File: src/rtl/uart_axil_bridge_pkg.sv
// Shared types and constants for the UART to AXI4-Lite bridge: command FSM states,
// opcode/ack bytes and the AXI bus widths.
package uart_axil_bridge_pkg;

    localparam int AXI_ADDR_W = 32;
    localparam int AXI_DATA_W = 64;

    localparam logic [7:0] OP_WRITE = 8'h57;
    localparam logic [7:0] OP_READ  = 8'h52;
    localparam logic [7:0] ACK_BYTE = 8'h4B;

    typedef enum logic [2:0] {
        CMD_IDLE,
        CMD_ADDR,
        CMD_DATA,
        AXI_WR,
        AXI_WAIT_B,
        AXI_RD,
        AXI_WAIT_R,
        SEND_RESP
    } cmd_state_e;

    function automatic int max_int(input int a, input int b);
        return (a > b) ? a : b;
    endfunction

endpackage

File: src/rtl/uart_axil_bridge_if.sv
// AXI4-Lite bus (64-bit data) split into read and write channel modports,
// with initiator (mst) and target (slv) views of each.
interface axil_interface_if;
    import uart_axil_bridge_pkg::*;

    logic [AXI_ADDR_W-1:0]   awaddr;
    logic                    awvalid;
    logic                    awready;
    logic [AXI_DATA_W-1:0]   wdata;
    logic [AXI_DATA_W/8-1:0] wstrb;
    logic                    wvalid;
    logic                    wready;
    logic                    bvalid;
    logic                    bready;
    logic [AXI_ADDR_W-1:0]   araddr;
    logic                    arvalid;
    logic                    arready;
    logic [AXI_DATA_W-1:0]   rdata;
    logic                    rvalid;
    logic                    rready;

    modport wr_mst (output awaddr, awvalid, wdata, wstrb, wvalid, bready,
                    input  awready, wready, bvalid);
    modport wr_slv (input  awaddr, awvalid, wdata, wstrb, wvalid, bready,
                    output awready, wready, bvalid);
    modport rd_mst (output araddr, arvalid, rready,
                    input  arready, rvalid, rdata);
    modport rd_slv (input  araddr, arvalid, rready,
                    output arready, rvalid, rdata);

endinterface

File: src/rtl/uart_axil_bridge_phy.sv
// uart_byte_phy: 8N1 UART byte transceiver with rx synchronizer, mid-bit sampling
// receiver (valid pulse out) and a valid/ready transmitter that chains bytes gap-free.
module uart_byte_phy #(
    parameter int CLKS_PER_BIT = 72
) (
    input  logic       clk,
    input  logic       rst_n,
    input  logic       rx,
    output logic       tx,
    output logic [7:0] rx_data,
    output logic       rx_valid,
    input  logic [7:0] tx_data,
    input  logic       tx_valid,
    output logic       tx_ready
);
    localparam int BAUD_W = $clog2(CLKS_PER_BIT + 1);
    localparam logic [BAUD_W-1:0] FULL = BAUD_W'(CLKS_PER_BIT - 1);
    localparam logic [BAUD_W-1:0] HALF = BAUD_W'(CLKS_PER_BIT / 2 - 1);

    typedef enum logic [1:0] {RX_IDLE, RX_BITS, RX_WAIT_HIGH} rx_state_e;

    logic [1:0]        rx_sync;
    logic              rx_prev;
    rx_state_e         rx_state, rx_state_nxt;
    logic [BAUD_W-1:0] rx_baud;
    logic [3:0]        rx_bit;
    logic [7:0]        rx_shift;
    logic              rx_tick;

    logic [9:0]        tx_shift;
    logic              tx_active;
    logic [3:0]        tx_bit;
    logic [BAUD_W-1:0] tx_baud;

    always_ff @(posedge clk or negedge rst_n) begin
        if (!rst_n) begin
            rx_sync <= 2'b11;
            rx_prev <= 1'b1;
        end else begin
            rx_sync <= {rx_sync[0], rx};
            rx_prev <= rx_sync[1];
        end
    end

    assign rx_tick = (rx_baud == '0);

    // Bit index 0 is the start bit, 1..8 data, 9 the stop bit.
    always_comb begin
        rx_state_nxt = rx_state;
        case (rx_state)
            RX_IDLE:      if (rx_prev && !rx_sync[1]) rx_state_nxt = RX_BITS;
            RX_BITS: begin
                if (rx_tick) begin
                    if (rx_bit == 4'd0 && rx_sync[1])
                        rx_state_nxt = RX_IDLE;
                    else if (rx_bit == 4'd9)
                        rx_state_nxt = rx_sync[1] ? RX_IDLE : RX_WAIT_HIGH;
                end
            end
            RX_WAIT_HIGH: if (rx_sync[1]) rx_state_nxt = RX_IDLE;
            default:      rx_state_nxt = RX_IDLE;
        endcase
    end

    always_ff @(posedge clk or negedge rst_n) begin
        if (!rst_n) begin
            rx_state <= RX_IDLE;
            rx_baud  <= '0;
            rx_bit   <= '0;
            rx_shift <= '0;
            rx_data  <= '0;
            rx_valid <= 1'b0;
        end else begin
            rx_state <= rx_state_nxt;
            rx_valid <= 1'b0;
            case (rx_state)
                RX_IDLE: begin
                    rx_baud <= HALF;
                    rx_bit  <= '0;
                end
                RX_BITS: begin
                    if (rx_tick) begin
                        rx_baud <= FULL;
                        rx_bit  <= rx_bit + 4'd1;
                        if (rx_bit >= 4'd1 && rx_bit <= 4'd8)
                            rx_shift <= {rx_sync[1], rx_shift[7:1]};
                        if (rx_bit == 4'd9 && rx_sync[1]) begin
                            rx_data  <= rx_shift;
                            rx_valid <= 1'b1;
                        end
                    end else begin
                        rx_baud <= rx_baud - BAUD_W'(1);
                    end
                end
                default: ;
            endcase
        end
    end

    // Ready in the final cycle of a stop bit so the next start bit follows with no gap.
    assign tx_ready = !tx_active || (tx_baud == '0 && tx_bit == 4'd9);
    assign tx       = tx_shift[0];

    always_ff @(posedge clk or negedge rst_n) begin
        if (!rst_n) begin
            tx_shift  <= '1;
            tx_active <= 1'b0;
            tx_bit    <= '0;
            tx_baud   <= '0;
        end else if (tx_valid && tx_ready) begin
            tx_shift  <= {1'b1, tx_data, 1'b0};
            tx_active <= 1'b1;
            tx_bit    <= '0;
            tx_baud   <= FULL;
        end else if (tx_active) begin
            if (tx_baud == '0) begin
                tx_baud <= FULL;
                if (tx_bit == 4'd9) begin
                    tx_active <= 1'b0;
                end else begin
                    tx_shift <= {1'b1, tx_shift[9:1]};
                    tx_bit   <= tx_bit + 4'd1;
                end
            end else begin
                tx_baud <= tx_baud - BAUD_W'(1);
            end
        end
    end

endmodule

File: src/rtl/uart_axil_bridge.sv
// UART command bridge to AXI4-Lite: 'W' addr data -> write + ack 0x4B, 'R' addr -> read
// + 8 data bytes. Define UART_AXIL_BRIDGE_TIMEOUT_EN to abort stalled commands.
module uart_axil_bridge
    import uart_axil_bridge_pkg::*;
#(
    parameter int CLOCK_FREQ_OVER_BAUD_RATE = 72,
    parameter int ADDR_BYTES                = 4
) (
    input  logic              clk,
    input  logic              rst_n,
    input  logic              rx,
    output logic              tx,
    axil_interface_if.rd_mst  read_access,
    axil_interface_if.wr_mst  write_access,
    output logic              busy
);
    localparam int CNT_W  = $clog2(max_int(ADDR_BYTES, 8) + 1);
    localparam int ASEL_W = $clog2(AXI_ADDR_W / 8);
    localparam logic [CNT_W-1:0] LAST_ADDR  = CNT_W'(ADDR_BYTES - 1);
    localparam logic [CNT_W-1:0] LAST_DATA  = CNT_W'(7);
    localparam logic [CNT_W-1:0] ADDR_SLOTS = CNT_W'(AXI_ADDR_W / 8);

    cmd_state_e            state, state_nxt;
    logic [7:0]            rx_byte;
    logic                  rx_valid;
    logic [7:0]            tx_data;
    logic                  tx_valid;
    logic                  tx_ready;
    logic [CNT_W-1:0]      byte_cnt;
    logic                  is_write;
    logic [AXI_ADDR_W-1:0] addr_q;
    logic [AXI_DATA_W-1:0] data_q;
    logic [AXI_DATA_W-1:0] resp_q;
    logic [CNT_W-1:0]      resp_len;
    logic [CNT_W-1:0]      resp_cnt;
    logic                  aw_done, w_done;
    logic                  aw_hs, w_hs;
    logic                  timeout;

    uart_byte_phy #(.CLKS_PER_BIT(CLOCK_FREQ_OVER_BAUD_RATE)) u_phy (
        .clk      (clk),
        .rst_n    (rst_n),
        .rx       (rx),
        .tx       (tx),
        .rx_data  (rx_byte),
        .rx_valid (rx_valid),
        .tx_data  (tx_data),
        .tx_valid (tx_valid),
        .tx_ready (tx_ready)
    );

    assign busy = (state != CMD_IDLE);

    assign write_access.awvalid = (state == AXI_WR) && !aw_done;
    assign write_access.wvalid  = (state == AXI_WR) && !w_done;
    assign write_access.awaddr  = addr_q;
    assign write_access.wdata   = data_q;
    assign write_access.wstrb   = '1;
    assign write_access.bready  = (state == AXI_WAIT_B);
    assign read_access.arvalid  = (state == AXI_RD);
    assign read_access.araddr   = addr_q;
    assign read_access.rready   = (state == AXI_WAIT_R);

    assign aw_hs = write_access.awvalid && write_access.awready;
    assign w_hs  = write_access.wvalid && write_access.wready;

    assign tx_valid = (state == SEND_RESP) && (resp_cnt != resp_len);
    assign tx_data  = resp_q[{resp_cnt[2:0], 3'b000} +: 8];

`ifdef UART_AXIL_BRIDGE_TIMEOUT_EN
    localparam int TO_CYCLES = 1024 * CLOCK_FREQ_OVER_BAUD_RATE;
    localparam int TO_W      = $clog2(TO_CYCLES + 1);
    logic [TO_W-1:0] to_cnt;

    // Idle time is only counted while a command is partially received.
    always_ff @(posedge clk or negedge rst_n) begin
        if (!rst_n)
            to_cnt <= '0;
        else if (rx_valid || !(state == CMD_ADDR || state == CMD_DATA))
            to_cnt <= '0;
        else if (!timeout)
            to_cnt <= to_cnt + TO_W'(1);
    end

    assign timeout = (to_cnt == TO_W'(TO_CYCLES - 1));
`else
    assign timeout = 1'b0;
`endif

    always_ff @(posedge clk or negedge rst_n) begin
        if (!rst_n) state <= CMD_IDLE;
        else        state <= state_nxt;
    end

    always_comb begin
        state_nxt = state;
        case (state)
            CMD_IDLE:
                if (rx_valid && (rx_byte == OP_WRITE || rx_byte == OP_READ))
                    state_nxt = CMD_ADDR;
            CMD_ADDR:
                if (timeout)
                    state_nxt = CMD_IDLE;
                else if (rx_valid && byte_cnt == LAST_ADDR)
                    state_nxt = is_write ? CMD_DATA : AXI_RD;
            CMD_DATA:
                if (timeout)
                    state_nxt = CMD_IDLE;
                else if (rx_valid && byte_cnt == LAST_DATA)
                    state_nxt = AXI_WR;
            AXI_WR:
                if ((aw_done || aw_hs) && (w_done || w_hs)) state_nxt = AXI_WAIT_B;
            AXI_WAIT_B: if (write_access.bvalid) state_nxt = SEND_RESP;
            AXI_RD:     if (read_access.arready) state_nxt = AXI_WAIT_R;
            AXI_WAIT_R: if (read_access.rvalid)  state_nxt = SEND_RESP;
            SEND_RESP:  if (resp_cnt == resp_len && tx_ready) state_nxt = CMD_IDLE;
            default:    state_nxt = CMD_IDLE;
        endcase
    end

    // Command bytes arrive little-endian; address bytes beyond the bus width are dropped.
    always_ff @(posedge clk or negedge rst_n) begin
        if (!rst_n) begin
            byte_cnt <= '0;
            is_write <= 1'b0;
            addr_q   <= '0;
            data_q   <= '0;
            resp_q   <= '0;
            resp_len <= '0;
            resp_cnt <= '0;
            aw_done  <= 1'b0;
            w_done   <= 1'b0;
        end else begin
            case (state)
                CMD_IDLE: begin
                    if (rx_valid) begin
                        is_write <= (rx_byte == OP_WRITE);
                        byte_cnt <= '0;
                        addr_q   <= '0;
                        aw_done  <= 1'b0;
                        w_done   <= 1'b0;
                    end
                end
                CMD_ADDR: begin
                    if (rx_valid) begin
                        if (byte_cnt < ADDR_SLOTS)
                            addr_q[{byte_cnt[ASEL_W-1:0], 3'b000} +: 8] <= rx_byte;
                        byte_cnt <= (byte_cnt == LAST_ADDR) ? '0 : byte_cnt + CNT_W'(1);
                    end
                end
                CMD_DATA: begin
                    if (rx_valid) begin
                        data_q[{byte_cnt[2:0], 3'b000} +: 8] <= rx_byte;
                        byte_cnt <= byte_cnt + CNT_W'(1);
                    end
                end
                AXI_WR: begin
                    if (aw_hs) aw_done <= 1'b1;
                    if (w_hs)  w_done  <= 1'b1;
                end
                AXI_WAIT_B: begin
                    if (write_access.bvalid) begin
                        resp_q   <= {{(AXI_DATA_W-8){1'b0}}, ACK_BYTE};
                        resp_len <= CNT_W'(1);
                        resp_cnt <= '0;
                    end
                end
                AXI_WAIT_R: begin
                    if (read_access.rvalid) begin
                        resp_q   <= read_access.rdata;
                        resp_len <= CNT_W'(8);
                        resp_cnt <= '0;
                    end
                end
                SEND_RESP: begin
                    if (tx_valid && tx_ready) resp_cnt <= resp_cnt + CNT_W'(1);
                end
                default: ;
            endcase
        end
    end

endmodule

File: src/flat_wrapper.sv
// flat-port wrapper written by rule: the top's interface ports become plain ports
module uart_axil_bridge_flat import uart_axil_bridge_pkg::*;
#(
    parameter int CLOCK_FREQ_OVER_BAUD_RATE = 72,
    parameter int ADDR_BYTES                = 4
)
  (clk, rst_n, rx, tx, busy, read_access_araddr, read_access_arvalid, read_access_rready, read_access_arready, read_access_rvalid, read_access_rdata, write_access_awaddr, write_access_awvalid, write_access_wdata, write_access_wstrb, write_access_wvalid, write_access_bready, write_access_awready, write_access_wready, write_access_bvalid);
  axil_interface_if read_access_i ();
  axil_interface_if write_access_i ();
  input  logic clk;
  input  logic rst_n;
  input  logic rx;
  output logic tx;
  output logic busy;
  output wire logic [$bits(read_access_i.araddr)-1:0] read_access_araddr;
  output wire logic [$bits(read_access_i.arvalid)-1:0] read_access_arvalid;
  output wire logic [$bits(read_access_i.rready)-1:0] read_access_rready;
  input wire logic [$bits(read_access_i.arready)-1:0] read_access_arready;
  input wire logic [$bits(read_access_i.rvalid)-1:0] read_access_rvalid;
  input wire logic [$bits(read_access_i.rdata)-1:0] read_access_rdata;
  output wire logic [$bits(write_access_i.awaddr)-1:0] write_access_awaddr;
  output wire logic [$bits(write_access_i.awvalid)-1:0] write_access_awvalid;
  output wire logic [$bits(write_access_i.wdata)-1:0] write_access_wdata;
  output wire logic [$bits(write_access_i.wstrb)-1:0] write_access_wstrb;
  output wire logic [$bits(write_access_i.wvalid)-1:0] write_access_wvalid;
  output wire logic [$bits(write_access_i.bready)-1:0] write_access_bready;
  input wire logic [$bits(write_access_i.awready)-1:0] write_access_awready;
  input wire logic [$bits(write_access_i.wready)-1:0] write_access_wready;
  input wire logic [$bits(write_access_i.bvalid)-1:0] write_access_bvalid;
  assign read_access_araddr = read_access_i.araddr;
  assign read_access_arvalid = read_access_i.arvalid;
  assign read_access_rready = read_access_i.rready;
  assign read_access_i.arready = read_access_arready;
  assign read_access_i.rvalid = read_access_rvalid;
  assign read_access_i.rdata = read_access_rdata;
  assign write_access_awaddr = write_access_i.awaddr;
  assign write_access_awvalid = write_access_i.awvalid;
  assign write_access_wdata = write_access_i.wdata;
  assign write_access_wstrb = write_access_i.wstrb;
  assign write_access_wvalid = write_access_i.wvalid;
  assign write_access_bready = write_access_i.bready;
  assign write_access_i.awready = write_access_awready;
  assign write_access_i.wready = write_access_wready;
  assign write_access_i.bvalid = write_access_bvalid;
  uart_axil_bridge #(.CLOCK_FREQ_OVER_BAUD_RATE(CLOCK_FREQ_OVER_BAUD_RATE), .ADDR_BYTES(ADDR_BYTES)) u_core (.clk(clk), .rst_n(rst_n), .rx(rx), .tx(tx), .read_access(read_access_i), .write_access(write_access_i), .busy(busy));
endmodule
File: config.mk
export PLATFORM = sky130hd
export DESIGN_NAME = uart_axil_bridge_flat
export DESIGN_NICKNAME = d
export VERILOG_FILES = /design/src/rtl/uart_axil_bridge_pkg.sv /design/src/rtl/uart_axil_bridge_if.sv /design/src/rtl/uart_axil_bridge_phy.sv /design/src/rtl/uart_axil_bridge.sv /design/src/flat_wrapper.sv
export SDC_FILE = /design/constraint.sdc
export NUM_CORES = 1
export LEC_CHECK = 0
export ABC_CLOCK_PERIOD_IN_PS = 3800
export CORE_MARGIN = 4
export CORE_UTILIZATION = 25
export CTS_CLUSTER_SIZE = 30
export DETAILED_ROUTE_END_ITERATION = 8
export GPL_TIMING_DRIVEN = 0
export PLACE_DENSITY = 0.44
export SYNTH_ARGS = -nofsm -noshare
export SYNTH_HDL_FRONTEND = slang
export SYNTH_SLANG_ARGS = --single-unit
export TNS_END_PERCENT = 1
File: constraint.sdc
create_clock -name clk -period 3.8 [get_ports clk]
set_input_delay 0.38 -clock clk [delete_from_list [all_inputs] [get_ports clk]]
set_output_delay 0.38 -clock clk [all_outputs]
set_load 0.02 [all_outputs]
==> results of run 1 <==
## synthesized netlist by cell type (all sizes together) (3+ instances only)
cell type  count  area, um^2
a21o           4        30.0
a21oi         11        55.1
a221oi         7        61.3
a22o          90         788
a22oi          3        22.5
a31oi          3        18.8
and2           7        43.8
and3           9        56.3
buf           48         345
clkbuf        43         161
dfrtp        218        5460
dfstp         12         315
ha            13         163
inv           33         124
mux2          78         908
mux2i         15         150
mux4          16         360
nand2         33         124
nand2b        10        62.6
nand3         21         105
nand4          8        50.1
nor2          30         113
nor2b          7        43.8
nor3          11        70.1
nor3b          4        35.0
nor4           6        52.6
nor4b          3        41.3
o21a           3        22.5
o21ai         33         165
o22a           5        43.8
o2bb2ai        7        61.3
o31ai          7        52.6
o41ai          4        42.6
or3            5        41.3
or4            3        22.5
xnor2          3        26.3
## worst max path at each step
stage                                                 to  cells after the start                      startpoint
2_1_floorplan  u_core.write_access.wdata[61]$_DFFE_PN0P_                      7  u_core.byte_cnt[0]$_DFFE_PN0P_
3_3_place_gp               u_core.resp_q[34]$_DFFE_PN0P_                      1                           rst_n
3_5_place_dp   u_core.write_access.wdata[57]$_DFFE_PN0P_                      9  u_core.byte_cnt[0]$_DFFE_PN0P_
4_1_cts        u_core.write_access.wdata[57]$_DFFE_PN0P_                      9  u_core.byte_cnt[0]$_DFFE_PN0P_
5_1_grt        u_core.write_access.wdata[58]$_DFFE_PN0P_                      9  u_core.byte_cnt[0]$_DFFE_PN0P_
6_report       u_core.write_access.wdata[58]$_DFFE_PN0P_                      9  u_core.byte_cnt[0]$_DFFE_PN0P_
## power groups by stage
stage               sequential (uW)  combinational [uW]  clock [uW]
detailed placement             2600                 370           0
finish                         2550                 368        2940
global placement               2600                 363           0
CTS                            2550                 374        3040
global route                   2560                 418        3130
floorplan                      2580                 190           0
## placed cells by master (no fill, tap or decap), types with 10 or more instances in the layout
cell               n
a21oi_1           11
a22o_1            90
buf_4             40
clkbuf_1          50
clkbuf_16         29
clkdlybuf4s50_1  205
dfrtp_1          218
dfstp_2           12
ha_1              13
inv_1             33
mux2_2            70
mux2i_1           15
mux4_2            16
nand2_1           33
nand2b_1          10
nand3_1           21
nor2_1            30
o21ai_0           29
## final cells by class
class                      instances  area share (%)
inverter                          33           0.861
multi-input combinational        501            28.9
timing repair buffer             209            14.8
clock inverter                     9            1.23
sequential                       230            40.1
buffer                            91            3.52
antenna                            1          0.0174
tap                              532            4.63
clock buffer                      43            5.90
## registers in the layout, indices dropped and copies added, names as in the netlist, 7 cells and up
register                   count
u_core.resp_q                 64
u_core.write_access.wdata     64
u_core.read_access.araddr     32
u_core.u_phy.tx_shift          9
u_core.u_phy.rx_data           8
u_core.u_phy.rx_shift          8
u_core.u_phy.rx_baud           7
u_core.u_phy.tx_baud           7
## logic make-up after synthesis
logic type / count (synthesis) / share of synthesized area [%]
flip-flops: 230 / 54.8
AO/OA/AOI/OAI: 199 / 14.8
AND/OR/NAND/NOR: 169 / 9.17
buffers and inverters: 124 / 5.98
multiplexers: 109 / 13.5
adder cells (fa/ha/maj): 13 / 1.54
XOR/XNOR: 3 / 0.249
other: 1 / 0.0356
## metal layers
| metal | GRT usage, % | vias to the layer above | share of wire, % | wire [um] |
|---|---|---|---|---|
| met2 | 22.3 | 188 | 47 | 15200 |
| met3 | 2.04 | 38 | 4.2 | 1370 |
| li1 | - | 3607 | - | - |
| met1 | 19.9 | 3948 | 47 | 15300 |
| met4 | 3.51 | 0 | 2.0 | 647 |
| met5 | 0 | - | 0 | 0 |
## critical path, cell delays in order, from the launching register on
cell	delay, ns
dfrtp_1	0.37
buf_2	0.24
inv_1	0.18
ha_1	0.34
ha_1	0.41
or3b_2	0.49
nor4_1	0.62
buf_2	0.33
nand3_1	0.09
o21ai_0	0.11
## through the flow
step | total power (uW) | setup WS (ns) | cell area (um^2)
finish | 5860 | 0.510 | 14400
global route | 6110 | 0.221 | 14400
detailed placement | 2970 | 0.530 | 13400
CTS | 5970 | 0.491 | 14400
global placement | 2960 | -8.28 | 13300
floorplan | 2770 | 1.05 | 10600
## timing repair
item / CTS / global route
hold buffers: 1 / 0
hold endpoints to repair: 61 / 0
endpoints found under the setup margin: 0 / 0
==> qor.yml, run 1 <==
synth:
  synth_seq_area_share_pct: 54.8
  ys_warn_count: 0
  synth-main-ff-cell: "dfrtp_1"
  ys_ff_latch: 230
  synth_edf_count: 0
  synthArstFlopShare_pct: 100
  netlist_area_mm2: 0.0105
  synthesis.instances: 848
  ys_types: 72
  syn_area_per_cell_um2: 12.4
placed_design:
  gp_congestion: 0.797
  place_hpwl_um: 23100
  dp.cells: 1595
  numPortBuffers: 206
hold_path:
  hp-class: "in -> reg"
  hold_start: "rx"
  hold_path_end: "u_core.u_phy.rx_sync[0]$_DFF_PN1_"
  hold_depth: 1
global_routing:
  grt_pass1_wl_um: 49400
  grt_max_degree: 106
  overflow: 0
  grt_pass1_vias: 7898
  antenna_found_initial: 1
  grt.total_usage_pct: 13.9
layout:
  syn_to_final_growth_pct: 36.6
  nFillCells: 4120
  multi_input_area_mm2: 0.00416
  fin_cells: 1649
  nets: 1179
  utilization_pct: 34.8
  drive_above_1_share_pct: 19.2
  regArea_mm2: 0.00577
power_and_ir_drop:
  p_leak_uw: 0.00638
  seq_power_share_pct: 43.6
  p_switching_uw: 1310
  power_switching_share_pct: 22.3
  peakVddDrop_mv: 0.259
  pwr-share-comb_pct: 6.3
  p_int_uw: 4550
  clkPwrFrac_pct: 50.2
  power_density_mw_per_mm2: 407
drt:
  drc_errors: 0
  first_iter_violations: 448
  wl_per_cell_um: 19.7
  drtAntennaViolNets: 0
  drt_wl_total_um: 32500
  via_per_inst: 4.72
  dr.pass1.iters: 5
  dr_total_vias: 7781
clock_network:
  path_clk_slew_ns: 0.06
  cts_root_buffer: "clkbuf_16"
  cts_made_buffers: 28
  clock_latency_ns: 0.55
  htreeDepth: 1
  cts_resized: 0
  cts_tree: "done"
  cts_setup_buffers: 0
  clk_path_buf_depth: 3
  clkSinkCount: 230
sta:
  min_period_over_period_pct: 86.6
  worstMarginPinSlew_ns: 0.883
  slew_violations: 0
  fmax_mhz: 304
  rsz0062_at_grt: "no"
  setup-tns-final_ns: 0
  fin_skew_ns: 0.0175
  setup_viol: 0
  worst_hold_slack_ns: 0.241
  finalCriticalPeriod_ns: 3.29
  finalHoldViolCount: 0
  slew_headroom_pct: 40.6
worst_setup_path:
  cp.required_ns: 4.27
  reg2reg_from: "u_core.byte_cnt[0]$_DFFE_PN0P_"
  end_kind: "flip-flop"
  startpoint_type: "flip-flop"
  r2r-end: "u_core.write_access.wdata[58]$_DFFE_PN0P_"
  r2r_setup_slack_ns: 0.51
  crit_type: "reg -> reg"
  critPathMaxFanout: 10
  reg2reg_depth: 9
  cp.arrival_ns: 3.76
floorplan:
  die_w_um: 213
  io_pins: 215
  die_h_um: 213
  core_mm2: 0.0413
  dieArea_mm2: 0.0455
  start_util_pct: 25.5
  rows: 74
run:
  maxCapViolCount: 0
outcome:
  status: "finished clean"
No activity file was read; power rests on OpenSTA's default activity.
==> inputs of run 2 (changes only) <==
--- a/config.mk
+++ b/config.mk
@@ -5,13 +5,13 @@
 export SDC_FILE = /design/constraint.sdc
 export NUM_CORES = 1
 export LEC_CHECK = 0
-export ABC_CLOCK_PERIOD_IN_PS = 3800
+export ABC_CLOCK_PERIOD_IN_PS = 3700
 export CORE_MARGIN = 4
-export CORE_UTILIZATION = 25
+export CORE_UTILIZATION = 52
 export CTS_CLUSTER_SIZE = 30
 export DETAILED_ROUTE_END_ITERATION = 8
 export GPL_TIMING_DRIVEN = 0
-export PLACE_DENSITY = 0.44
+export PLACE_DENSITY = 0.8
 export SYNTH_ARGS = -nofsm -noshare
 export SYNTH_HDL_FRONTEND = slang
 export SYNTH_SLANG_ARGS = --single-unit
==> constraint.sdc (replaced) <==
create_clock -name clk -period 3.7 [get_ports clk]
set_input_delay 0.37 -clock clk [delete_from_list [all_inputs] [get_ports clk]]
set_output_delay 0.37 -clock clk [all_outputs]
set_load 0.02 [all_outputs]
==> qor.yml, run 2 (synthesis results as in run 1) <==
outcome:
  status: "finished clean"  # unchanged
power_and_ir_drop:
  p_leak_uw: 0.00630  # was 0.00638 uW
  power_density_mw_per_mm2: 407  # about the same
  peakVddDrop_mv: 0.386  # was 0.259 mV
floorplan:
  die_w_um: 150  # was 213 um
  core_mm2: 0.0197  # was 0.0413 mm^2
  rows: 51  # was 74
  start_util_pct: 53.4  # was 25.5%
  die_h_um: 150  # was 213 um
  io_pins: 215  # unchanged
  dieArea_mm2: 0.0226  # was 0.0455 mm^2
worst_setup_path:
  path_cells: "buf_2, inv_1, ha_1, ha_1, or3b_2, nor4_1, buf_2, nand3_1, o21ai_0"  # unchanged
  end_kind: "flip-flop"  # unchanged
  cp.required_ns: 4.12  # was 4.27 ns
  cp.arrival_ns: 3.76  # about the same
  startpoint_type: "flip-flop"  # unchanged
  cpPeakStageDelay_ns: 0.64  # was 0.62 ns
  cpMaxStageDelayCell: "nor4_1"  # unchanged
  crit_type: "reg -> reg"  # unchanged
  critical_path_buf_inv_count: 3  # unchanged
  critPathMaxFanout: 10  # unchanged
  crit_family: "simple AND/OR/NAND/NOR gates"  # unchanged
drt:
  drc_errors: 0  # unchanged
  dr_total_vias: 7998  # was 7,781
  dr.pass1.iters: 5  # unchanged
  via_per_inst: 5.83  # was 4.72
  drtAntennaViolNets: 0  # unchanged
  first_iter_violations: 727  # was 448
  drt_wl_total_um: 27400  # was 32,500 um
  wl_per_cell_um: 20.0  # was 19.7 um
layout:
  drive_above_1_share_pct: 18.9  # was 19.2%
  layout_commonest_cell: "dfrtp_1"  # unchanged
  n_antenna_cell: 0  # was 1
  layout_common_cells: "dfrtp_1 (218), clkdlybuf4s50_1 (205), a22o_1 (90)"  # unchanged
  final_area_mm2: 0.0139  # was 0.0144 mm^2
  utilization_pct: 70.4  # was 34.8%
  nets: 1174  # was 1,179
  syn_to_final_growth_pct: 31.8  # was 36.6%
sta:
  worst_hold_slack_ns: 0.270  # was 0.241 ns
  finalHoldViolCount: 0  # unchanged
  slew_violations: 0  # unchanged
  worstMarginPinSlew_ns: 0.861  # was 0.883 ns
  fmax_mhz: 300  # was 304 MHz
  finalCriticalPeriod_ns: 3.33  # was 3.29 ns
  min_period_over_period_pct: 90.1  # was 86.6%
  fin_skew_ns: 0.00893  # was 0.0175 ns
  setup_viol: 0  # unchanged
  slew_headroom_pct: 42.1  # was 40.6%
  rsz0062_at_grt: "no"  # unchanged
global_routing:
  grt_max_degree: 123  # was 106
  grt.total_usage_pct: 24.2  # was 13.9%
  grt_pass1_vias: 7825  # was 7,898
  grt_pass1_wl_um: 43400  # was 49,400 um
  antenna_found_initial: 0  # was 1
  overflow: 0  # unchanged
clock_network:
  cts_root_buffer: "clkbuf_16"  # unchanged
  clock_latency_ns: 0.51  # was 0.55 ns
  cts_tree: "done"  # unchanged
  htreeDepth: 1  # unchanged
  clk_path_buf_depth: 3  # unchanged
  cts_setup_buffers: 0  # unchanged
  path_clk_slew_ns: 0.06  # about the same
  cts_made_buffers: 24  # was 28
  clkSinkCount: 230  # unchanged
placed_design:
  numPortBuffers: 206  # unchanged
  place_hpwl_um: 19500  # was 23,100 um
  gp_congestion: 0.839  # was 0.797
  place_area_mm2: 0.0130  # was 0.0134 mm^2
hold_path:
  hp-class: "in -> reg"  # unchanged
run:
  maxCapViolCount: 0  # unchanged
[run 2: cell count changes in the layout (fill, tap and decap cells not counted), moves of 2 or more]
cell / delta
clkinv_2: +3
clkbuf_8: -2
clkbuf_1: -4
clkbuf_16: -4
[run 2: layer usage]
layer | wire length (um) | up-vias | track usage (%) | share of wire, %
met2 | 13300 | 334 | 39.4 | 49
met3 | 1950 | 54 | 3.46 | 7.1
li1 | - | 3591 | - | -
met1 | 11400 | 4019 | 34.1 | 41
met5 | 0 | - | 0 | 0
met4 | 781 | 0 | 7.55 | 2.8
[run 2: worst paths after layout]
path | start | endpoint | slack, ns | cells after the start
setup / recovery | u_core.byte_cnt[0]$_DFFE_PN0P_ | u_core.write_access.wdata[56]$_DFFE_PN0P_ | 0.37 | 9
hold / removal | rx | u_core.u_phy.rx_sync[0]$_DFF_PN1_ | 0.27 | 1
setup reg to reg | u_core.byte_cnt[0]$_DFFE_PN0P_ | u_core.write_access.wdata[56]$_DFFE_PN0P_ | 0.37 | 9
hold reg to reg | u_core.u_phy.rx_sync[0]$_DFF_PN1_ | u_core.u_phy.rx_sync[1]$_DFF_PN1_ | 0.36 | 0
max in group asynchronous | rst_n | u_core.u_phy.tx_baud[0]$_DFFE_PN0P_ | 2.14 | 3
min in group asynchronous | rst_n | u_core.write_access.wdata[17]$_DFFE_PN0P_ | 0.52 | 2
[run 2: layout make-up]
cell class                      instances  area, um^2
Sequential cell                       230        5770
Buffer                                 91         507
Clock inverter                         11         183
Fill cell                            1383        5830
Inverter                               33         124
Multi-Input combinational cell        501        4160
Clock buffer                           33         706
Tap cell                              265         332
Timing Repair Buffer                  208        2100
[run 2: what timing repair did]
action | in CTS | in global routing
resized for setup | 0 | 0
hold buffers | 1 | 0
hold endpoints to repair | 102 | 0
[run 2: through the flow]
| step | cells | setup slack [ns] | total power [uW] | setup TNS (ns) |
|---|---|---|---|---|
| after CTS | 1372 | 0.379 | 5690 | 0 |
| after floorplan | 855 | 0.951 | 2850 | 0 |
| final | 1372 | 0.367 | 5650 | 0 |
| after global routing | 1372 | 0.188 | 5840 | 0 |
| after detailed placement | 1327 | 0.421 | 3040 | 0 |
| after global placement | 1326 | -7.29 | 3020 | -1636.97 |
[run 2: report_power, final]
group          switching, uW  total, uW  internal (uW)
logic                    191        371            180
registers               57.1       2620           2570
clock network            978       2660           1680
total                   1230       5650           4430
[run 2: worst reg2reg max path, cell delays in order, from the launching register on]
cell     delay [ns]
dfrtp_1        0.37
buf_2          0.25
inv_1          0.19
ha_1           0.35
ha_1           0.42
or3b_2         0.51
nor4_1         0.64
buf_2          0.32
nand3_1        0.09
o21ai_0        0.11
==> inputs of run 3 (changes only) <==
--- a/config.mk
+++ b/config.mk
@@ -7,11 +7,12 @@
 export LEC_CHECK = 0
 export ABC_CLOCK_PERIOD_IN_PS = 3700
 export CORE_MARGIN = 4
-export CORE_UTILIZATION = 52
+export CORE_UTILIZATION = 53
+export CTS_BUF_LIST = sky130_fd_sc_hd__clkbuf_8
 export CTS_CLUSTER_SIZE = 30
 export DETAILED_ROUTE_END_ITERATION = 8
 export GPL_TIMING_DRIVEN = 0
-export PLACE_DENSITY = 0.8
+export PLACE_DENSITY = 0.81
 export SYNTH_ARGS = -nofsm -noshare
 export SYNTH_HDL_FRONTEND = slang
 export SYNTH_SLANG_ARGS = --single-unit
==> qor.yml, run 3 (synthesis results as in run 1) <==
outcome:
  status: "finished clean"  # unchanged
layout:
  n_antenna_cell: 0  # unchanged
  layout_commonest_cell: "dfrtp_1"  # unchanged
  nets: 1188  # was 1,174
  layout_common_cells: "dfrtp_1 (218), clkdlybuf4s50_1 (205), a22o_1 (90)"  # unchanged
  drive_above_1_share_pct: 19.6  # was 18.9%
  fin_cells: 1396  # was 1,372
  syn_to_final_growth_pct: 30.7  # was 31.8%
  nFillCells: 1380  # was 1,383
drt:
  drtAntennaViolNets: 0  # unchanged
  drc_errors: 0  # unchanged
  first_iter_violations: 590  # was 727
  wl_per_cell_um: 19.3  # was 20.0 um
  drt_wl_total_um: 27000  # was 27,400 um
  via_per_inst: 5.71  # was 5.83
  dr_total_vias: 7972  # was 7,998
  dr.pass1.iters: 5  # unchanged
clock_network:
  path_clk_slew_ns: 0.06  # about the same
  clk_path_buf_depth: 3  # unchanged
  cts_resized: 0  # unchanged
  htreeDepth: 2  # was 1
  clock_latency_ns: 0.52  # was 0.51 ns
  cts_root_buffer: "clkbuf_8"  # was clkbuf_16
  hold_buffers: 1  # unchanged
  clkSinkCount: 230  # unchanged
  cts_tree: "done"  # unchanged
  cts_made_buffers: 37  # was 24
  cts_setup_buffers: 0  # unchanged
placed_design:
  dp.cells: 1328  # was 1,327
  numPortBuffers: 206  # unchanged
  dp_slack_ns: 0.456  # was 0.421 ns
  place_hpwl_um: 19200  # was 19,500 um
  gp_congestion: 0.874  # was 0.839
worst_setup_path:
  startpoint_type: "flip-flop"  # unchanged
  reg2reg_from: "u_core.byte_cnt[0]$_DFFE_PN0P_"  # unchanged
  critPathMaxFanout: 10  # unchanged
  cp.required_ns: 4.13  # was 4.12 ns
  cp.arrival_ns: 3.78  # was 3.76 ns
  startpoint: "u_core.byte_cnt[0]$_DFFE_PN0P_"  # unchanged
  crit_type: "reg -> reg"  # unchanged
  end_kind: "flip-flop"  # unchanged
  reg2reg_depth: 9  # unchanged
global_routing:
  grt_pass1_wl_um: 43000  # was 43,400 um
  grt_pass1_vias: 7927  # was 7,825
  grt_max_degree: 91  # was 123
  antenna_found_initial: 0  # unchanged
  overflow: 0  # unchanged
  grt.total_usage_pct: 24.3  # was 24.2%
floorplan:
  die_w_um: 149  # was 150 um
  die_h_um: 149  # was 150 um
  dieArea_mm2: 0.0222  # was 0.0226 mm^2
  core_mm2: 0.0195  # was 0.0197 mm^2
  io_pins: 215  # unchanged
  rows: 51  # unchanged
  start_util_pct: 54.0  # was 53.4%
hold_path:
  hp-class: "in -> reg"  # unchanged
  hold_depth: 1  # unchanged
  hold_start: "rx"  # unchanged
sta:
  min_period_over_period_pct: 90.4  # was 90.1%
  finalCriticalPeriod_ns: 3.35  # was 3.33 ns
  slew_violations: 0  # unchanged
  fin_skew_ns: 0.0130  # was 0.00893 ns
  fmax_mhz: 299  # was 300 MHz
  setup_slack_ns: 0.355  # was 0.367 ns
  setup_viol: 0  # unchanged
  finalHoldViolCount: 0  # unchanged
  worstMarginPinSlew_ns: 0.796  # was 0.861 ns
  slew_headroom_pct: 46.4  # was 42.1%
  rsz0062_at_grt: "no"  # unchanged
  setup-tns-final_ns: 0  # unchanged
power_and_ir_drop:
  power_density_mw_per_mm2: 374  # was 407 mW/mm^2
  peakVddDrop_mv: 0.350  # was 0.386 mV
  p_leak_uw: 0.00631  # was 0.00630 uW
run:
  maxCapViolCount: 0  # unchanged
run 3: cell types whose count changed in the layout (fill, tap and decap cells not counted):
cell       delta
inv_1        +14
clkbuf_8     +44
bufinv_16     -5
clkbuf_16    -25
clkinv_2      -2
clkbuf_1      -3
buf_16        +1
run 3: layout make-up:
class	count	area (um^2)	area share, %
Clock buffer	49	674	4.90
Timing Repair Buffer	209	2130	15.5
Multi-Input combinational cell	501	4160	30.2
Tap cell	265	332	2.41
Sequential cell	230	5770	41.9
Buffer	91	507	3.68
Inverter	33	124	0.899
Clock inverter	18	75.1	0.545
run 3: routing by layer:
metal,up-vias,routed length [um],track usage (%)
met3,52,1820,4.41
met2,324,13100,38.9
met1,3977,11400,34.2
li1,3619,-,-
met4,0,679,7.78
met5,-,0,0
run 3: final timing paths:
check	to	slack [ns]
setup / recovery	u_core.write_access.wdata[57]$_DFFE_PN0P_	0.35
max in group asynchronous	u_core.w_done$_DFFE_PN0P_	2.51
min in group asynchronous	u_core.u_phy.rx_bit[1]$_DFFE_PN0P_	0.38
setup reg to reg	u_core.write_access.wdata[57]$_DFFE_PN0P_	0.35
hold / removal	u_core.u_phy.rx_sync[0]$_DFF_PN1_	0.26
hold reg to reg	u_core.u_phy.rx_sync[1]$_DFF_PN1_	0.35
run 3: worst max-delay path: stages (launching register included):
cell and delay (ns):
dfrtp_1 0.37, buf_2 0.25, inv_1 0.18, ha_1 0.35, ha_1 0.42, or3b_2 0.50
nor4_1 0.61, buf_2 0.34, nand3_1 0.11, o21ai_0 0.13
run 3: through the flow:
step / cell area [um^2] / hold WS (ns) / util [%] / total power, uW
after CTS: 13800 / 0.238 / 70.6 / 5190
after floorplan: 10600 / 0.0744 / - / 2850
after detailed placement: 13000 / 0.348 / 66.7 / 3040
after global placement: 13000 / 0.347 / 66.4 / 3020
after global routing: 13800 / 0.237 / 70.6 / 5360
final: 13800 / 0.260 / 70.6 / 5150
run 3: power breakdown:
| part | internal [uW] | switching, uW |
|---|---|---|
| sequential | 2570 | 53.5 |
| combinational | 184 | 193 |
| clock | 1180 | 968 |
